## src/rtl/aes_pkg.sv

```systemverilog
// Shared AES widths and the inv_subbytes_seq FSM encoding.
package aes_pkg;

  localparam int AES_STATE_W = 128;
  localparam int AES_NBYTES  = 16;
  localparam int AES_BYTE_W  = 8;

  typedef enum logic [1:0] {
    ST_IDLE  = 2'd0,
    ST_RUN   = 2'd1,
    ST_DRAIN = 2'd2,
    ST_DONE  = 2'd3
  } isb_state_e;

endpackage

```

## src/rtl/inv_sbox.sv

```systemverilog
// AES inverse S-box with one registered cycle of latency: inverse affine
// map followed by the GF(2^8) multiplicative inverse (x^254).
module inv_sbox (
  input  logic       clk,
  input  logic       rst,
  input  logic [7:0] in_byte,
  output logic [7:0] out_byte
);

  logic [7:0] out_q, out_d;

  function automatic logic [7:0] gf_mul(input logic [7:0] a, input logic [7:0] b);
    logic [7:0] p;
    logic [7:0] aa;
    p  = '0;
    aa = a;
    for (int i = 0; i < 8; i++) begin
      if (b[i]) p = p ^ aa;
      aa = {aa[6:0], 1'b0} ^ (aa[7] ? 8'h1b : 8'h00);
    end
    return p;
  endfunction

  // Square-and-multiply: accumulates x^2 * x^4 * ... * x^128 = x^254, and 0 maps to 0.
  function automatic logic [7:0] gf_inv(input logic [7:0] x);
    logic [7:0] r;
    logic [7:0] sq;
    r  = 8'h01;
    sq = x;
    for (int i = 1; i < 8; i++) begin
      sq = gf_mul(sq, sq);
      r  = gf_mul(r, sq);
    end
    return r;
  endfunction

  function automatic logic [7:0] inv_affine(input logic [7:0] x);
    return {x[6:0], x[7]} ^ {x[4:0], x[7:5]} ^ {x[1:0], x[7:2]} ^ 8'h05;
  endfunction

  always_comb begin
    out_d = gf_inv(inv_affine(in_byte));
  end

  always_ff @(posedge clk) begin
    if (rst) out_q <= '0;
    else     out_q <= out_d;
  end

  assign out_byte = out_q;

endmodule

```

## src/rtl/inv_subbytes_seq.sv

```systemverilog
// Sequential AES InvSubBytes over one time-shared inv_sbox lane.
// Define INV_SUBBYTES_TWO_LANE_EN for two lanes (8 RUN cycles instead of 16).
module inv_subbytes_seq
  import aes_pkg::*;
(
  input  logic                   clk,
  input  logic                   rst_n,
  input  logic                   in_valid,
  output logic                   in_ready,
  input  logic [AES_STATE_W-1:0] in_state,
  output logic                   out_valid,
  input  logic                   out_ready,
  output logic [AES_STATE_W-1:0] out_state,
  output logic                   busy
);

`ifdef INV_SUBBYTES_TWO_LANE_EN
  localparam int LANES = 2;
`else
  localparam int LANES = 1;
`endif
  localparam logic [3:0] LAST_CNT = 4'(AES_NBYTES / LANES - 1);

  isb_state_e             state_q, state_d;
  logic [3:0]             cnt_q, cnt_d;
  logic [AES_STATE_W-1:0] blk_q, blk_d;
  logic [AES_STATE_W-1:0] res_q, res_d;
  logic                   out_valid_q, out_valid_d;
  logic [AES_BYTE_W-1:0]  sb_in  [LANES];
  logic [AES_BYTE_W-1:0]  sb_out [LANES];
  logic [3:0]             wr_base;

  for (genvar l = 0; l < LANES; l++) begin : g_lane
    inv_sbox u_inv_sbox (
      .clk      (clk),
      .rst      (~rst_n),
      .in_byte  (sb_in[l]),
      .out_byte (sb_out[l])
    );
  end

  always_comb begin
    state_d     = state_q;
    cnt_d       = cnt_q;
    blk_d       = blk_q;
    res_d       = res_q;
    out_valid_d = out_valid_q;
    // Lookup results land one cycle after their byte was driven, so RUN
    // writes the previous group and DRAIN writes the final group.
    wr_base     = (state_q == ST_DRAIN) ? cnt_q : cnt_q - 4'd1;

    for (int l = 0; l < LANES; l++) begin
      sb_in[l] = blk_q[(int'(cnt_q) * LANES + l) * AES_BYTE_W +: AES_BYTE_W];
    end

    case (state_q)
      ST_IDLE: begin
        if (in_valid) begin
          blk_d   = in_state;
          cnt_d   = '0;
          state_d = ST_RUN;
        end
      end
      ST_RUN: begin
        if (cnt_q != 4'd0) begin
          for (int l = 0; l < LANES; l++) begin
            res_d[(int'(wr_base) * LANES + l) * AES_BYTE_W +: AES_BYTE_W] = sb_out[l];
          end
        end
        if (cnt_q == LAST_CNT) state_d = ST_DRAIN;
        else                   cnt_d   = cnt_q + 4'd1;
      end
      ST_DRAIN: begin
        for (int l = 0; l < LANES; l++) begin
          res_d[(int'(wr_base) * LANES + l) * AES_BYTE_W +: AES_BYTE_W] = sb_out[l];
        end
        out_valid_d = 1'b1;
        state_d     = ST_DONE;
      end
      ST_DONE: begin
        if (out_ready) begin
          out_valid_d = 1'b0;
          state_d     = ST_IDLE;
        end
      end
      default: state_d = ST_IDLE;
    endcase
  end

  always_ff @(posedge clk or negedge rst_n) begin
    if (!rst_n) begin
      state_q     <= ST_IDLE;
      cnt_q       <= '0;
      blk_q       <= '0;
      res_q       <= '0;
      out_valid_q <= 1'b0;
    end else begin
      state_q     <= state_d;
      cnt_q       <= cnt_d;
      blk_q       <= blk_d;
      res_q       <= res_d;
      out_valid_q <= out_valid_d;
    end
  end

  assign in_ready  = (state_q == ST_IDLE);
  assign busy      = (state_q != ST_IDLE);
  assign out_valid = out_valid_q;
  assign out_state = res_q;

endmodule

```

## config.mk

```make
export PLATFORM = sky130hd
export DESIGN_NAME = inv_subbytes_seq
export DESIGN_NICKNAME = d
export VERILOG_FILES = /design/src/rtl/aes_pkg.sv /design/src/rtl/inv_sbox.sv /design/src/rtl/inv_subbytes_seq.sv
export SDC_FILE = /design/constraint.sdc
export NUM_CORES = 1
export LEC_CHECK = 0
export CORE_MARGIN = 4
export CORE_UTILIZATION = 55
export CTS_BUF_LIST = sky130_fd_sc_hd__clkbuf_4
export DETAILED_ROUTE_END_ITERATION = 16
export GPL_TIMING_DRIVEN = 1
export PLACE_DENSITY = 0.8
export SLEW_MARGIN = 20
export SYNTH_ARGS = -nofsm -noshare
export SYNTH_HDL_FRONTEND = slang
export SYNTH_HIERARCHICAL = 1
export SYNTH_SLANG_ARGS = --single-unit
```

## constraint.sdc

```tcl
create_clock -name clk -period 16.1 [get_ports clk]
set_input_delay 4.025 -clock clk [delete_from_list [all_inputs] [get_ports clk]]
set_output_delay 4.025 -clock clk [all_outputs]
set_load 0.02 [all_outputs]
```

==> results.txt <==
- The routed layout has 24420 vias.
- DRT iter0 DRCs: about 2400
* Async set-or-reset flop fraction in the synthesized netlist: a little over nine tenths
- Leading cell type in the layout, fill and taps excluded: sky130_fd_sc_hd__xnor2_1
- CTS buffer count: between 60 and 70
- Synthesis-to-finish area growth: 18.11%
* Proportion of synthesized chip area in sequential cells: between 20% and 30%
- In this run, synthesis produced a sequential element count of 271.
- Achievable Freq: around 64 MHz
* Y dimension of the die: roughly 240 um
- Area used by multi-input combinational logic: between 20000 and 25000 um2
* Startpoint of the worst-slack reg-to-reg timing path: cnt_q[0]
- Area fraction of the dominant cell type after synthesis: a little under a quarter
- Clock tree root buffer cell: sky130_fd_sc_hd__clkbuf_4
- In this run the worst path has a maximum fanout of 15.
- TritonCTS built the clock tree.
- Worst setup endpoint: g_lane[0].u_inv_sbox/out_byte[5]
- Across all register-to-register paths, the minimum setup slack is ~430 ps.
- Count of max-cap constraint violations: 0
- The max-slew violation total from the final report came to 0.
- CP startpoint: cnt_q[0]
- In the layout the commonest cells are sky130_fd_sc_hd__xnor2_1 (352), sky130_fd_sc_hd__nor2_1 (295), sky130_fd_sc_hd__dfrtp_1 (262).
- Worst-case clock buffer depth: 3
- Fraction of layout cells with a size suffix above 1: approximately a quarter
- Once routing completed, OpenROAD measured the worst setup slack at roughly 430 ps.
- The cell count after synthesis came out at about 2900.
* Worst hold margin: slightly below 500 ps
- Worst EP required: about 17000 ps
* Area of all sequential standard cells: 6743 um2
- The cell that appears most often on the critical path is sky130_fd_sc_hd__xnor3_2.
* Sink Count: 271
* Cells taking the most area after synthesis: sky130_fd_sc_hd__dfrtp_1 (23%), sky130_fd_sc_hd__xnor2_1 (12%), sky130_fd_sc_hd__mux2_2 (9.1%), sky130_fd_sc_hd__xnor3_1 (5.5%), sky130_fd_sc_hd__nor2_1 (3.9%)
- Slew at the pin with the worst max-slew slack: between 1000 and 1500 ps
- Cell count of the worst reg-to-reg path: 58
* Total number of yosys warnings: 6
- Clk Latency, worst-skew pair: approximately 780 ps
- Filler cells: between 4000 and 5000
- Using the TritonRoute via totals, the vias-per-cell ratio works out to between 6 and 7.
* Final critical delay including setup and external delays: 15670 ps
- Die Footprint: approximately 56000 um2
- Global routing used around 30% of the available tracks across all layers.
* Num rows: between 80 and 90
- For this design the top-level I/O count stands at about 260.
* Count of input and output buffers: 262
- The hold violation total from the final report came to 0.
* Post-layout net count: 3375
- The largest single stage delay on the critical path is slightly below 600 ps.
- Kind of capture point of the worst setup path: flop
* Remaining global-route overflow: 0
- For this configuration, the core starts out at a cell density of between 50% and 60%.
- Class of the worst hold path: reg2reg
- Number of levels in the clock H-tree: 3
- Before antenna repair, the detailed router went through 6 iterations.
* Total wire length: 88310 um
- The clock arrives with ~63 ps of skew.
* Category of the worst setup path launch point: flop
* Count of different cell masters after synthesis: about 130
- Count of flip-flops with a built-in enable after synthesis: 0
* Result of the run: completed
- Number of nets in the synthesized netlist: slightly above 3000
- On the critical path, the stage with the largest delay is an instance of sky130_fd_sc_hd__mux4_2.
* Total DRC errors in the routed layout: 0
* Portion of the clock cycle consumed by the worst path in the final layout: between 90% and 100%
* Category of the critical setup timing path: reg2reg
* Final estimated routing congestion in global placement: between 0.9 and 1
- Half-perimeter wire length of the detailed placement result: ~63000 um
- Overall die width: approximately 240 um
- Worst Path Arrival: roughly 16000 ps
* Pre-CTS setup slack: -374.3 ps
* Largest net degree at the start of global routing: between 100 and 150
- Area of the mapped netlist: about 29000 um2
- The via count of the first global-routing pass is around 24000.
- The floorplan step defined a core boundary enclosing 51410 um2.
- A synthesized cell averages 9.816 um2.
- Setup violations remaining at the end of the flow were counted as 0.
* Average routed wire per standard cell: 22.26 um
- Initial antenna violation count: 10
- The largest total area in the synthesized netlist belongs to sky130_fd_sc_hd__dfrtp_1.
* Slew Limit Headroom: approximately 20%
- Primary flip-flop cell chosen by synthesis mapping: sky130_fd_sc_hd__dfrtp_1
* Worst reg2reg path endpoint: g_lane[0].u_inv_sbox/out_byte[5]
- Antenna violation net count after detailed routing: 0
- After clock tree synthesis, the clock-pin slew on the worst setup and hold paths is approximately 70 ps.
* First-pass GRT wire length: between 100000 and 150000 um
[synthesized netlist by cell type (15+ instances only)]
cell type                    n
sky130_fd_sc_hd__xnor3_1    70
sky130_fd_sc_hd__dfrtp_1   263
sky130_fd_sc_hd__ha_1       16
sky130_fd_sc_hd__o21ai_0   105
sky130_fd_sc_hd__and3_1     17
sky130_fd_sc_hd__xnor3_2    31
sky130_fd_sc_hd__nand4_1    16
sky130_fd_sc_hd__xnor2_2    29
sky130_fd_sc_hd__a21oi_1   130
sky130_fd_sc_hd__o22ai_1    33
sky130_fd_sc_hd__a31oi_1    15
sky130_fd_sc_hd__mux2i_1    91
sky130_fd_sc_hd__xnor2_1   382
sky130_fd_sc_hd__xor2_1     85
sky130_fd_sc_hd__mux2_2    231
sky130_fd_sc_hd__or3_1      16
sky130_fd_sc_hd__buf_6      24
sky130_fd_sc_hd__o211ai_1   22
sky130_fd_sc_hd__nor3_1     47
sky130_fd_sc_hd__a211oi_1   32
sky130_fd_sc_hd__buf_2      37
sky130_fd_sc_hd__clkbuf_1   79
sky130_fd_sc_hd__inv_1      60
sky130_fd_sc_hd__nor2_1    299
sky130_fd_sc_hd__and2_1     34
sky130_fd_sc_hd__nand2_1   213
sky130_fd_sc_hd__clkbuf_8   35
sky130_fd_sc_hd__nand3_1    81
sky130_fd_sc_hd__mux4_2     42
[final cells by class]
| cell class | count | share of cell area (%) |
|---|---|---|
| Clock buffer | 96 | 2.133 |
| Antenna cell | 12 | 0.08886 |
| Inverter | 73 | 0.8368 |
| Sequential cell | 271 | 19.95 |
| Clock inverter | 23 | 0.4184 |
| Timing Repair Buffer | 438 | 12.06 |
| Tap cell | 680 | 2.518 |
| Multi-Input combinational cell | 2374 | 62.00 |
[timing repair]
action / 4_1_cts / 5_1_grt
cloned: 0 / 2
endpoints found under the setup margin: 8 / 8
gates resized for setup: 9 / 97
setup buffers: 2 / 48
hold buffers: 0 / 0
pin swaps: 2 / 29
endpoints found under the hold margin: 0 / 0
[critical path, delay by kind of cell, from the launching register on]
kind	cells	cell delay, ps
AO/OA/AOI/OAI	7	1350
XOR/XNOR	24	7930
adder cells (fa/ha/maj)	2	640
buffers and inverters	10	1540
flip-flops	1	480
multiplexers	3	1270
AND/OR/NAND/NOR	12	2310
[cell families (layout without fill, tap and decap cells)]
kind of cell             Yosys count  count (layout)  synth area share [%]
buffers and inverters            270             630                 5.855
multiplexers                     381             381                 16.28
AO/OA/AOI/OAI                    509             509                 12.13
XOR/XNOR                         642             642                 27.82
adder cells (fa/ha/maj)           20              20                0.8396
other                              0              12                     0
AND/OR/NAND/NOR                  822             822                 13.51
flip-flops                       271             271                 23.56
[stage by stage]
stage / utilization, % / TNS, ps / std cells / instance area, um2
after detailed placement: 61.85 / -2309 / 3784 / 31790
final: 65.74 / 0 / 3967 / 33790
after global routing: 65.72 / -514.7 / 3964 / 33790
after floorplan: - / 0 / 2915 / 28680
after CTS: 63.70 / 0 / 3905 / 32750
after global placement: 61.83 / -783.9 / 3784 / 31790
[registers in the layout, indices dropped and copies added, names as in the netlist]
name and count:
out_state 128, blk_q 128, g_lane.u_inv_sbox/out_byte 8, state_q 2, out_valid 1, cnt_q 4
[worst min path at each step]
stage                   from       endpoint  cells after the start
5_1_grt        out_state[58]  out_state[58]                      1
2_1_floorplan     blk_q[112]     blk_q[112]                      1
3_5_place_dp   out_state[58]  out_state[58]                      1
4_1_cts        out_state[58]  out_state[58]                      1
6_report       out_state[58]  out_state[58]                      1
3_3_place_gp   out_state[57]  out_state[57]                      1
[per-layer routing]
layer	global-route usage, %	wire length, um	vias up
met3	6.547	8173	240
met5	0	13	-
li1	-	-	10960
met4	11.87	3546	2
met1	39.91	35160	11950
met2	48.44	41420	1271
Power is left out: the tool's default activity adds up to more than one toggle a clock period on the data nets, which glitch-free logic cannot reach.
